### src/rtl/wisc_pkg.sv
// Shared WISC types: opcodes, flag bit positions, halt FSM states.
// Used by the EX/MEM stage and its flag logic.
package wisc_pkg;

  typedef enum logic [3:0] {
    OP_ADD    = 4'h0,
    OP_SUB    = 4'h1,
    OP_XOR    = 4'h2,
    OP_RED    = 4'h3,
    OP_SLL    = 4'h4,
    OP_SRA    = 4'h5,
    OP_ROR    = 4'h6,
    OP_PADDSB = 4'h7,
    OP_LW     = 4'h8,
    OP_SW     = 4'h9,
    OP_LLB    = 4'hA,
    OP_LHB    = 4'hB,
    OP_B      = 4'hC,
    OP_BR     = 4'hD,
    OP_PCS    = 4'hE,
    OP_HLT    = 4'hF
  } opcode_t;

  localparam int FLAG_Z = 2;
  localparam int FLAG_V = 1;
  localparam int FLAG_N = 0;

  typedef enum logic [1:0] {
    ST_RUN,
    ST_DRAIN,
    ST_HALTED
  } halt_state_t;

endpackage

### src/rtl/ex_mem_stage_if.sv
// EX -> MEM bundle: EX-side inputs and registered MEM-side outputs.
// master drives EX fields, slave is the pipeline stage.
interface ex_mem_stage_if #(
  parameter int DATA_W = 16,
  parameter int REG_AW = 4
);
  logic              ex_valid;
  logic [3:0]        ex_opcode;
  logic [DATA_W-1:0] ex_result;
  logic              ex_ovfl;
  logic [DATA_W-1:0] ex_store_data;
  logic [REG_AW-1:0] ex_rd;
  logic              ex_we;

  logic              mem_valid;
  logic [3:0]        mem_opcode;
  logic [DATA_W-1:0] mem_result;
  logic [DATA_W-1:0] mem_store_data;
  logic [REG_AW-1:0] mem_rd;
  logic              mem_we;

  modport master (
    output ex_valid, ex_opcode, ex_result,
    output ex_ovfl, ex_store_data, ex_rd, ex_we,
    input  mem_valid, mem_opcode, mem_result,
    input  mem_store_data, mem_rd, mem_we
  );

  modport slave (
    input  ex_valid, ex_opcode, ex_result,
    input  ex_ovfl, ex_store_data, ex_rd, ex_we,
    output mem_valid, mem_opcode, mem_result,
    output mem_store_data, mem_rd, mem_we
  );
endinterface

### src/rtl/ex_mem_stage_flag_logic.sv
// Next N/Z/V flag value for an opcode; shared by the flag register
// and the forwarding path.
module flag_logic
  import wisc_pkg::*;
#(
  parameter int DATA_W = 16
) (
  input  logic [3:0]        opcode,
  input  logic [DATA_W-1:0] result,
  input  logic              ovfl,
  input  logic [2:0]        flags_cur,
  output logic [2:0]        flags_nxt
);

  logic arith;
  logic z_only;

  assign arith  = (opcode == OP_ADD) || (opcode == OP_SUB);
  assign z_only = (opcode == OP_XOR) || (opcode == OP_SLL)
               || (opcode == OP_SRA) || (opcode == OP_ROR);

  always_comb begin
    flags_nxt = flags_cur;
    unique case (1'b1)
      arith: begin
        flags_nxt[FLAG_Z] = (result == '0);
        flags_nxt[FLAG_V] = ovfl;
        flags_nxt[FLAG_N] = result[DATA_W-1];
      end
      z_only: flags_nxt[FLAG_Z] = (result == '0);
      default: ;
    endcase
  end

endmodule

### src/rtl/ex_mem_stage.sv
// EX->MEM pipeline register with N/Z/V flags and halt FSM.
// Optional FLAG_FWD_EN adds the combinational flags_fwd output.
module ex_mem_stage
  import wisc_pkg::*;
#(
  parameter int DATA_W = 16,
  parameter int REG_AW = 4
) (
  input  logic         clk,
  input  logic         rst,
  input  logic         stall,
  input  logic         flush,
  ex_mem_stage_if.slave bus,
  output logic [2:0]   flags,
`ifdef FLAG_FWD_EN
  output logic [2:0]   flags_fwd,
`endif
  output logic         halted
);

  halt_state_t state, state_nxt;

  logic              cap;
  logic [2:0]        flags_q;
  logic [2:0]        flags_nxt;
  logic              valid_q;
  logic [3:0]        opcode_q;
  logic [DATA_W-1:0] result_q;
  logic [DATA_W-1:0] sdata_q;
  logic [REG_AW-1:0] rd_q;
  logic              we_q;

  assign cap = bus.ex_valid & ~stall & ~flush
             & (state == ST_RUN);

  flag_logic #(.DATA_W(DATA_W)) u_flag (
    .opcode    (bus.ex_opcode),
    .result    (bus.ex_result),
    .ovfl      (bus.ex_ovfl),
    .flags_cur (flags_q),
    .flags_nxt (flags_nxt)
  );

  always_ff @(posedge clk) begin
    if (rst) state <= ST_RUN;
    else     state <= state_nxt;
  end

  always_comb begin
    state_nxt = state;
    unique case (state)
      ST_RUN:    if (cap && bus.ex_opcode == OP_HLT)
                   state_nxt = ST_DRAIN;
      ST_DRAIN:  if (!stall) state_nxt = ST_HALTED;
      ST_HALTED: state_nxt = ST_HALTED;
      default:   state_nxt = ST_RUN;
    endcase
  end

  always_ff @(posedge clk) begin
    if (rst) begin
      valid_q  <= 1'b0;
      opcode_q <= '0;
      result_q <= '0;
      sdata_q  <= '0;
      rd_q     <= '0;
      we_q     <= 1'b0;
      flags_q  <= '0;
    end else if (!stall) begin
      if (cap) begin
        valid_q  <= 1'b1;
        opcode_q <= bus.ex_opcode;
        result_q <= bus.ex_result;
        sdata_q  <= bus.ex_store_data;
        rd_q     <= bus.ex_rd;
        we_q     <= bus.ex_we;
        flags_q  <= flags_nxt;
      end else begin
        // bubble: keep payload, kill valid and write enable
        valid_q <= 1'b0;
        we_q    <= 1'b0;
      end
    end
  end

  assign bus.mem_valid      = valid_q;
  assign bus.mem_opcode     = opcode_q;
  assign bus.mem_result     = result_q;
  assign bus.mem_store_data = sdata_q;
  assign bus.mem_rd         = rd_q;
  assign bus.mem_we         = we_q;
  assign flags              = flags_q;
  assign halted             = (state == ST_HALTED);

`ifdef FLAG_FWD_EN
  assign flags_fwd = cap ? flags_nxt : flags_q;
`endif

endmodule

### src/flat_wrapper.sv
// flat-port wrapper written by rule: the top's interface ports become plain ports
module ex_mem_stage_flat import wisc_pkg::*;
#(
  parameter int DATA_W = 16,
  parameter int REG_AW = 4
)
  (clk, rst, stall, flush, flags, halted, bus_ex_valid, bus_ex_opcode, bus_ex_result, bus_ex_ovfl, bus_ex_store_data, bus_ex_rd, bus_ex_we, bus_mem_valid, bus_mem_opcode, bus_mem_result, bus_mem_store_data, bus_mem_rd, bus_mem_we);
  ex_mem_stage_if #(.DATA_W(DATA_W), .REG_AW(REG_AW)) bus_i ();
  input  logic clk;
  input  logic rst;
  input  logic stall;
  input  logic flush;
  output logic [2:0] flags;
  output logic halted;
  input wire logic [$bits(bus_i.ex_valid)-1:0] bus_ex_valid;
  input wire logic [$bits(bus_i.ex_opcode)-1:0] bus_ex_opcode;
  input wire logic [$bits(bus_i.ex_result)-1:0] bus_ex_result;
  input wire logic [$bits(bus_i.ex_ovfl)-1:0] bus_ex_ovfl;
  input wire logic [$bits(bus_i.ex_store_data)-1:0] bus_ex_store_data;
  input wire logic [$bits(bus_i.ex_rd)-1:0] bus_ex_rd;
  input wire logic [$bits(bus_i.ex_we)-1:0] bus_ex_we;
  output wire logic [$bits(bus_i.mem_valid)-1:0] bus_mem_valid;
  output wire logic [$bits(bus_i.mem_opcode)-1:0] bus_mem_opcode;
  output wire logic [$bits(bus_i.mem_result)-1:0] bus_mem_result;
  output wire logic [$bits(bus_i.mem_store_data)-1:0] bus_mem_store_data;
  output wire logic [$bits(bus_i.mem_rd)-1:0] bus_mem_rd;
  output wire logic [$bits(bus_i.mem_we)-1:0] bus_mem_we;
  assign bus_i.ex_valid = bus_ex_valid;
  assign bus_i.ex_opcode = bus_ex_opcode;
  assign bus_i.ex_result = bus_ex_result;
  assign bus_i.ex_ovfl = bus_ex_ovfl;
  assign bus_i.ex_store_data = bus_ex_store_data;
  assign bus_i.ex_rd = bus_ex_rd;
  assign bus_i.ex_we = bus_ex_we;
  assign bus_mem_valid = bus_i.mem_valid;
  assign bus_mem_opcode = bus_i.mem_opcode;
  assign bus_mem_result = bus_i.mem_result;
  assign bus_mem_store_data = bus_i.mem_store_data;
  assign bus_mem_rd = bus_i.mem_rd;
  assign bus_mem_we = bus_i.mem_we;
  ex_mem_stage #(.DATA_W(DATA_W), .REG_AW(REG_AW)) u_core (.clk(clk), .rst(rst), .stall(stall), .flush(flush), .bus(bus_i), .flags(flags), .halted(halted));
endmodule
### config.mk
export PLATFORM = sky130hd
export DESIGN_NAME = ex_mem_stage_flat
export DESIGN_NICKNAME = d
export VERILOG_FILES = /design/src/rtl/wisc_pkg.sv /design/src/rtl/ex_mem_stage_if.sv /design/src/rtl/ex_mem_stage_flag_logic.sv /design/src/rtl/ex_mem_stage.sv /design/src/flat_wrapper.sv
export SDC_FILE = /design/constraint.sdc
export NUM_CORES = 1
export LEC_CHECK = 0
export CAP_MARGIN = 10
export CORE_MARGIN = 1
export CORE_UTILIZATION = 35
export DETAILED_ROUTE_END_ITERATION = 7
export GPL_ROUTABILITY_DRIVEN = 1
export PLACE_DENSITY = 0.8
export SLEW_MARGIN = 20
export SYNTH_ARGS = -nofsm -noshare
export SYNTH_HDL_FRONTEND = slang
export SYNTH_SLANG_ARGS = --single-unit
export TNS_END_PERCENT = 10
### constraint.sdc
create_clock -name clk -period 1.4 [get_ports clk]
set_clock_uncertainty 0.1 [all_clocks]
set_input_delay 0.28 -clock clk [delete_from_list [all_inputs] [get_ports clk]]
set_output_delay 0.28 -clock clk [all_outputs]
set_load 0.01 [all_outputs]
==> flow_summary_export.csv, run 1 <==
group,metric,value,unit
outcome,status,"finished, violations left",
outcome,violations,"negative setup slack",
power,p_per_area,886,mW/mm²
synthesis,synth_top_area_frac,0.517,
synthesis,ys_ff_latch,47,
power,p_seq_frac,0.498,
setup_path,crit_type,"flop to flop",
global_route,grt_pass1_vias,1765,
sta,fin_crit_sh,1.04,
sta,drv_slew,0,
floorplan,die_w,74.1,µm
global_route,grt_pass1_wl,7.80,mm
clock_network,cts_buffers,5,
power,p_comb_frac,0.234,
synthesis,synth_area_per_cell,8.09,µm²
clock_network,clk_pin_slew_worst_paths,0.08,ns
place,dp_cells,390,
setup_path,crit_path_end_kind,"flop",
routing,wl,5.37,mm
cells_and_area,regArea,943,µm²
clock_network,cts_tree,"built",
setup_path,crit_family,"buffers and inverters",
place,place_ws,-0.427,ns
routing,vias_per_cell,4.80,
setup_path,crit_buf_inv,4,
setup_path,cp_max_fo,7,
cells_and_area,syn_to_final_growth,79.4,%
sta,tightest_slew,0.342,ns
power,power.internal,0.00214,W
synthesis,synth_cell_type_count,25,
setup_path,cp-start-kind,"flop",
sta,rsz0062_at_grt,"yes",
min_path,holdPathStages,3,
global_route,track_usage,0.185,
cells_and_area,num-fill-cells,419,
routing,firstDrtPassIters,4,
routing,route.vias.total,1946,
sta,slew_headroom,0.770,
synthesis,synth_area,0.00182,mm²
cells_and_area,diodes,0,
global_route,antenna_found_initial,0,
min_path,min_path_type,"primary input to flop",
floorplan,die_y,74.1,µm
power,totalPowerFinal,0.00289,W
sta,setup_viol,37,
floorplan,io_pins,93,
floorplan,coreArea,0.00485,mm²
place,globalplace.congestion,0.772,
sta,fin_tns_setup,-0.679,ns
setup_path,r2r_cells,8,
synthesis,synthCells,225,
clock_network,htree_num_levels,2,
sta,finalCriticalPeriod,1.45,ns
place,numPortBuffers,92,
routing,wl_per_cell,13.3,µm
floorplan,start_util,0.375,
synthesis,yosysWarnings,0,
clock_network,cts.sinks,47,
synthesis,synth.area.top_cells,"dfxtp_1 52%, nand2_1 17%, a21oi_1 12%",
setup_path,crit_chain,"inv_4 -> ha_4 -> buf_6 -> nand4bb_4 -> clkbuf_16 -> clkbuf_16 -> nand2_2 -> a21oi_1",
power,swShare,0.260,
synthesis,synth_seq_area_share,0.517,
setup_path,cpMaxStageDelayCell,"dfxtp_2",
setup_path,worst-path-stages,8,
floorplan,dieArea,0.00549,mm²
sta,fmax,689,MHz
routing,drc,0,
power,power.switching,0.000752,W
clock_network,clock_latency,0.29,ns
clock_network,clk_path_buf_depth,2,
routing,drtIter0Drc,56,
sta,timing.final.ws_setup,-0.0508,ns
job,maxCapViolations,0,
setup_path,crit_required,1.49,ns
cells_and_area,fin_util,0.673,
cells_and_area,final_net_count,388,
power,p_clk_frac,0.267,
global_route,grt_max_degree,25,
synthesis,syn_nets,276,
clock_network,ctsHoldBuffers,0,
cells_and_area,multi_input_area,937,µm²
clock_network,root_buffer,"clkbuf_8",
global_route,overflow,0,
setup_path,arrival,1.54,ns
floorplan,fp-row-count,25,
routing,ant_nets,0,
power,p_leak,1.40,nW
sta,hold_viol,0,
synthesis,synth_top_area_cell,"dfxtp_1",
setup_path,cp_common_cell,"clkbuf_16",
setup_path,max_stage_delay,0.34,ns
cells_and_area,stdcell_count,405,
power,ir_worst_vdd,0.000432,V
cells_and_area,drive_gt1_frac,0.237,
place,hpwl,3.65,mm
==> synth_stat cells <==
cell,n
nand2_1,83
dfxtp_1,47
a21oi_1,43
buf_2,5
buf_4,5
clkbuf_1,5
ha_1,4
nand2b_1,4
nand3_1,4
nor4_1,4
inv_1,3
nor2_1,3
mux2i_1,2
o21ai_0,2
a21o_1,1
a22oi_1,1
a311o_1,1
and4bb_2,1
buf_6,1
nand4b_1,1
nand4bb_1,1
nor3_1,1
o31a_1,1
o31ai_1,1
or4_1,1
==> final cells by class <==
cell class / count / share of cell area
timing repair buffer: 121 / 0.369
sequential: 47 / 0.289
clock inverter: 1 / 0.00153
clock buffer: 7 / 0.0234
multi-input combinational: 159 / 0.287
inverter: 3 / 0.00422
tap: 67 / 0.0257
==> per-stage QoR <==
| step | hold slack (ns) | cell area [µm²] |
|---|---|---|
| 6_report | 0.247 | 3260 |
| 5_1_grt | 0.256 | 3260 |
| 3_5_place_dp | 0.347 | 2910 |
| 4_1_cts | 0.236 | 2960 |
| 2_1_floorplan | 0.316 | 1820 |
| 3_3_place_gp | 0.341 | 2910 |
==> layout by cell type (no fill, tap or decap), types with 2 or more instances in the layout <==
master	n
a21oi_1	35
a21oi_2	8
clkdlybuf4s50_1	44
buf_12	3
dlygate4sd2_1	46
buf_6	4
nand2_4	4
dfxtp_2	2
buf_4	18
nor4_1	3
nand2_1	60
ha_1	2
clkbuf_1	2
mux2i_1	2
clkbuf_16	4
nand2b_1	4
nor2_1	3
dfxtp_1	45
nand3_1	4
nand2_2	19
clkbuf_8	5
==> cells by family after synthesis <==
family,count (synthesis),share of synthesized area
AOI/OAI and AO/OA,50,0.147
adders and majority gates,4,0.0275
buffers and inverters,19,0.0571
DFF,47,0.517
muxes,2,0.0110
and+or+nand+nor,103,0.241
==> worst min-delay path: cells and delay by family <==
| kind | cells | cell delay [ns] |
|---|---|---|
| AOI/OAI and AO/OA | 1 | 0.04 |
| buffers and inverters | 2 | 0.27 |
==> power groups by stage <==
stage | combinational, W | clock, W | sequential [W]
2_1_floorplan | 0.000211 | 0 | 0.00149
3_3_place_gp | 0.000577 | 0 | 0.00146
3_5_place_dp | 0.000587 | 0 | 0.00147
4_1_cts | 0.000569 | 0.000792 | 0.00143
5_1_grt | 0.000739 | 0.000853 | 0.00145
6_report | 0.000678 | 0.000773 | 0.00144
==> timing repair <==
item	4_1_cts	5_1_grt
pin swaps	0	16
endpoints found under the setup margin	90	47
buffers inserted	0	2
cloned	0	5
resized for setup	54	49
==> state kept, by name (all words and copies together), names as in the netlist <==
name,count
u_core.bus.mem_opcode,4
u_core.bus.mem_rd,4
u_core.bus.mem_result,16
u_core.bus.mem_store_data,16
u_core.bus.mem_valid,1
u_core.bus.mem_we,1
u_core.flags,3
u_core.state,2
==> final timing paths <==
kind / start / slack [ns] / to
min reg2reg: u_core.bus.mem_store_data[2]$_SDFFE_PP0P_ / 0.35 / u_core.bus.mem_store_data[2]$_SDFFE_PP0P_
max reg2reg: u_core.state[0]$_SDFFE_PP0P_ / -0.05 / u_core.bus.mem_result[3]$_SDFFE_PP0P_
min: rst / 0.25 / u_core.bus.mem_opcode[0]$_SDFFE_PP0P_
max: u_core.state[0]$_SDFFE_PP0P_ / -0.05 / u_core.bus.mem_result[3]$_SDFFE_PP0P_
==> per-layer routing <==
layer / vias to the layer above / track usage / routed length (µm)
met5: - / 0 / 0
met4: 0 / 0.0641 / 65
met3: 7 / 0.0461 / 324
met2: 59 / 0.337 / 2770
met1: 907 / 0.210 / 2210
li1: 973 / - / -
(Power assumes the default switching activity.)
==> run 2: changes to the inputs <==
--- a/config.mk
+++ b/config.mk
@@ -5,13 +5,12 @@
 export SDC_FILE = /design/constraint.sdc
 export NUM_CORES = 1
 export LEC_CHECK = 0
-export CAP_MARGIN = 10
+export CAP_MARGIN = 40
 export CORE_MARGIN = 1
 export CORE_UTILIZATION = 35
 export DETAILED_ROUTE_END_ITERATION = 7
 export GPL_ROUTABILITY_DRIVEN = 1
 export PLACE_DENSITY = 0.8
-export SLEW_MARGIN = 20
 export SYNTH_ARGS = -nofsm -noshare
 export SYNTH_HDL_FRONTEND = slang
 export SYNTH_SLANG_ARGS = --single-unit
==> results of run 2 <==
Same layout as run 1: the final DEF is identical, and so are final timing and power.
==> run 3: changes to the inputs <==
--- a/config.mk
+++ b/config.mk
@@ -6,11 +6,13 @@
 export NUM_CORES = 1
 export LEC_CHECK = 0
 export CAP_MARGIN = 40
+export CELL_PAD_IN_SITES_DETAIL_PLACEMENT = 1
+export CELL_PAD_IN_SITES_GLOBAL_PLACEMENT = 2
 export CORE_MARGIN = 1
-export CORE_UTILIZATION = 35
+export CORE_UTILIZATION = 19
 export DETAILED_ROUTE_END_ITERATION = 7
 export GPL_ROUTABILITY_DRIVEN = 1
-export PLACE_DENSITY = 0.8
+export PLACE_DENSITY = 0.81
 export SYNTH_ARGS = -nofsm -noshare
 export SYNTH_HDL_FRONTEND = slang
 export SYNTH_SLANG_ARGS = --single-unit
==> run 3 against run 2 <==
The run still ends with negative setup slack left; largest cell class unchanged; clock power grew 4.4%; highest routed layer unchanged; utilization fell by 32 points; sequential power hardly changed; critical endpoint is now u_core.bus.mem_rd[3]$_SDFFE_PP0P_; combinational power is 4.4% higher; design area unchanged; sequential cell count unchanged; total power rose by 1.9%; via count shrank 0.62%; hold slack worse by 0.089 ns; first-iteration DRC count fell by 21%; sequential share of layout area unchanged; non-clock buffer count increased by 1.
==> flow_summary_export.csv, run 3 (synthesis gave the netlist of run 1 again) <==
group,metric,value,unit
routing,drtIter0Drc,44,
place,globalplace.congestion,0.706,
floorplan,die_w,99.9,µm
global_route,grt_pass1_wl,9.65,mm
cells_and_area,multi_input_area,878,µm²
routing,highest_layer,"met4",
min_path,min_to,"u_core.bus.mem_result[3]$_SDFFE_PP0P_",
cells_and_area,diodes,0,
job,maxCapViolations,0,
place,hpwl,4.31,mm
cells_and_area,drive_gt1_frac,0.180,
floorplan,coreArea,0.00924,mm²
global_route,track_usage,0.123,
cells_and_area,num-fill-cells,1100,
global_route,antenna_found_initial,0,
setup_path,arrival,1.62,ns
place,numPortBuffers,92,
clock_network,cts_tree,"built",
sta,slew_headroom,0.774,
sta,fmax,670,MHz
routing,wl_met3,360,µm
floorplan,die_y,99.9,µm
floorplan,dieArea,0.00997,mm²
setup_path,r2r_cells,6,
clock_network,clk_pin_slew_worst_paths,0.09,ns
sta,hold_viol,0,
sta,drv_slew,0,
global_route,overflow,0,
routing,ant_nets,0,
routing,wl_per_cell,13.3,µm
clock_network,root_buffer,"clkbuf_8",
cells_and_area,regArea,943,µm²
cells_and_area,layout_common_cells,"79 x nand2_1, 47 x dlygate4sd2_1, 45 x dfxtp_1",
routing,met1Wirelength,2.77,mm
routing,firstDrtPassIters,4,
routing,vias_per_cell,4.13,
outcome,violations,"negative setup slack",
place,place_ws,-0.414,ns
clock_network,htree_num_levels,2,
cells_and_area,syn_to_final_growth,79.4,%
setup_path,crit_type,"primary input to flop",
setup_path,crit_path_end_kind,"flop",
global_route,grt_max_degree,27,
floorplan,io_pins,93,
min_path,holdPathStages,2,
setup_path,cp_max_fo,6,
min_path,min_from,"rst",
routing,wl_met2,3.09,mm
outcome,status,"finished, violations left",
clock_network,clk_path_buf_depth,2,
clock_network,clock_latency,0.29,ns
cells_and_area,final_net_count,389,
routing,wl,6.25,mm
sta,rsz0062_at_grt,"yes",
sta,tightest_slew,0.339,ns
floorplan,start_util,0.197,
sta,setup_viol,45,
setup_path,cp-start-kind,"primary input",
power,totalPowerFinal,0.00295,W
cells_and_area,final_common_cell,"nand2_1",
place,dp_cells,448,
power,p_per_area,903,mW/mm²
routing,drc,0,
setup_path,r2r_start,"u_core.state[0]$_SDFFE_PP0P_",
power,ir_worst_vdd,0.000390,V
floorplan,fp-row-count,35,
setup_path,crit_required,1.52,ns
sta,finalCriticalPeriod,1.49,ns
power,p_leak,1.38,nW
setup_path,ff2ff_setup_slack,-0.08,ns
routing,route.vias.total,1934,
setup_path,reg2reg_to,"u_core.bus.mem_rd[3]$_SDFFE_PP0P_",
min_path,min_path_type,"primary input to flop",
clock_network,cts_buffers,5,
sta,timing.final.ws_setup,-0.0916,ns
cells_and_area,stdcell_count,468,
clock_network,cts.sinks,47,
sta,fin_crit_sh,1.07,
global_route,grt_pass1_vias,1959,
==> run 3: critical path: stages <==
cell,delay [ns]
clkdlybuf4s50_1,0.46
and4bb_4,0.42
bufbuf_16,0.28
nand2_1,0.05
a21oi_1,0.11
==> run 3: repair_timing <==
| action | 4_1_cts | 5_1_grt |
|---|---|---|
| gates resized for setup | 65 | 18 |
| hold buffers | 0 | 0 |
| cloned | 2 | 1 |
| pin swaps | 5 | 6 |
| buffers inserted | 6 | 3 |
| setup endpoints to repair | 92 | 48 |
==> run 3: area by class of cell <==
class	instances	area share
Sequential cell	47	0.289
Inverter	3	0.00345
Timing Repair Buffer	122	0.364
Tap cell	129	0.0495
Multi-Input combinational cell	159	0.269
Clock inverter	1	0.00153
Clock buffer	7	0.0234
==> run 3: metal layers <==
layer,up-vias,track usage
met2,54,0.218
li1,966,-
met5,-,0
met1,912,0.151
met3,2,0.0313
met4,0,0.0271
==> run 3: how the worst max path moves through the flow <==
stage / startpoint / end / slack (ns)
floorplan: u_core.state[0]$_SDFFE_PP0P_ / u_core.flags[2]$_SDFFE_PP0P_ / 0.01
global placement: stall / u_core.flags[0]$_SDFFE_PP0P_ / -0.37
detailed placement: stall / u_core.bus.mem_result[14]$_SDFFE_PP0P_ / -0.41
CTS: u_core.state[0]$_SDFFE_PP0P_ / u_core.bus.mem_we$_SDFFE_PP0N_ / -0.1
global route: u_core.state[0]$_SDFFE_PP0P_ / u_core.bus.mem_rd[3]$_SDFFE_PP0P_ / -0.17
finish: flush / u_core.bus.mem_rd[3]$_SDFFE_PP0P_ / -0.09
==> run 3: where the power goes <==
group / internal, W / total [W] / switching (W)
combinational: 0.000404 / 0.000708 / 0.000304
clock: 0.000352 / 0.000807 / 0.000455
sequential: 0.00140 / 0.00143 / 0.0000314
==> run 3: metrics by stage <==
stage | TNS, ns | hold slack (ns) | util | area (µm²)
2_1_floorplan | 0 | 0.316 | - | 1820
3_3_place_gp | -14.70 | 0.342 | 0.321 | 2960
3_5_place_dp | -16.97 | 0.348 | 0.321 | 2960
4_1_cts | -2.61 | 0.152 | 0.342 | 3160
5_1_grt | -5.98 | 0.168 | 0.353 | 3260
6_report | -2.90 | 0.159 | 0.353 | 3260
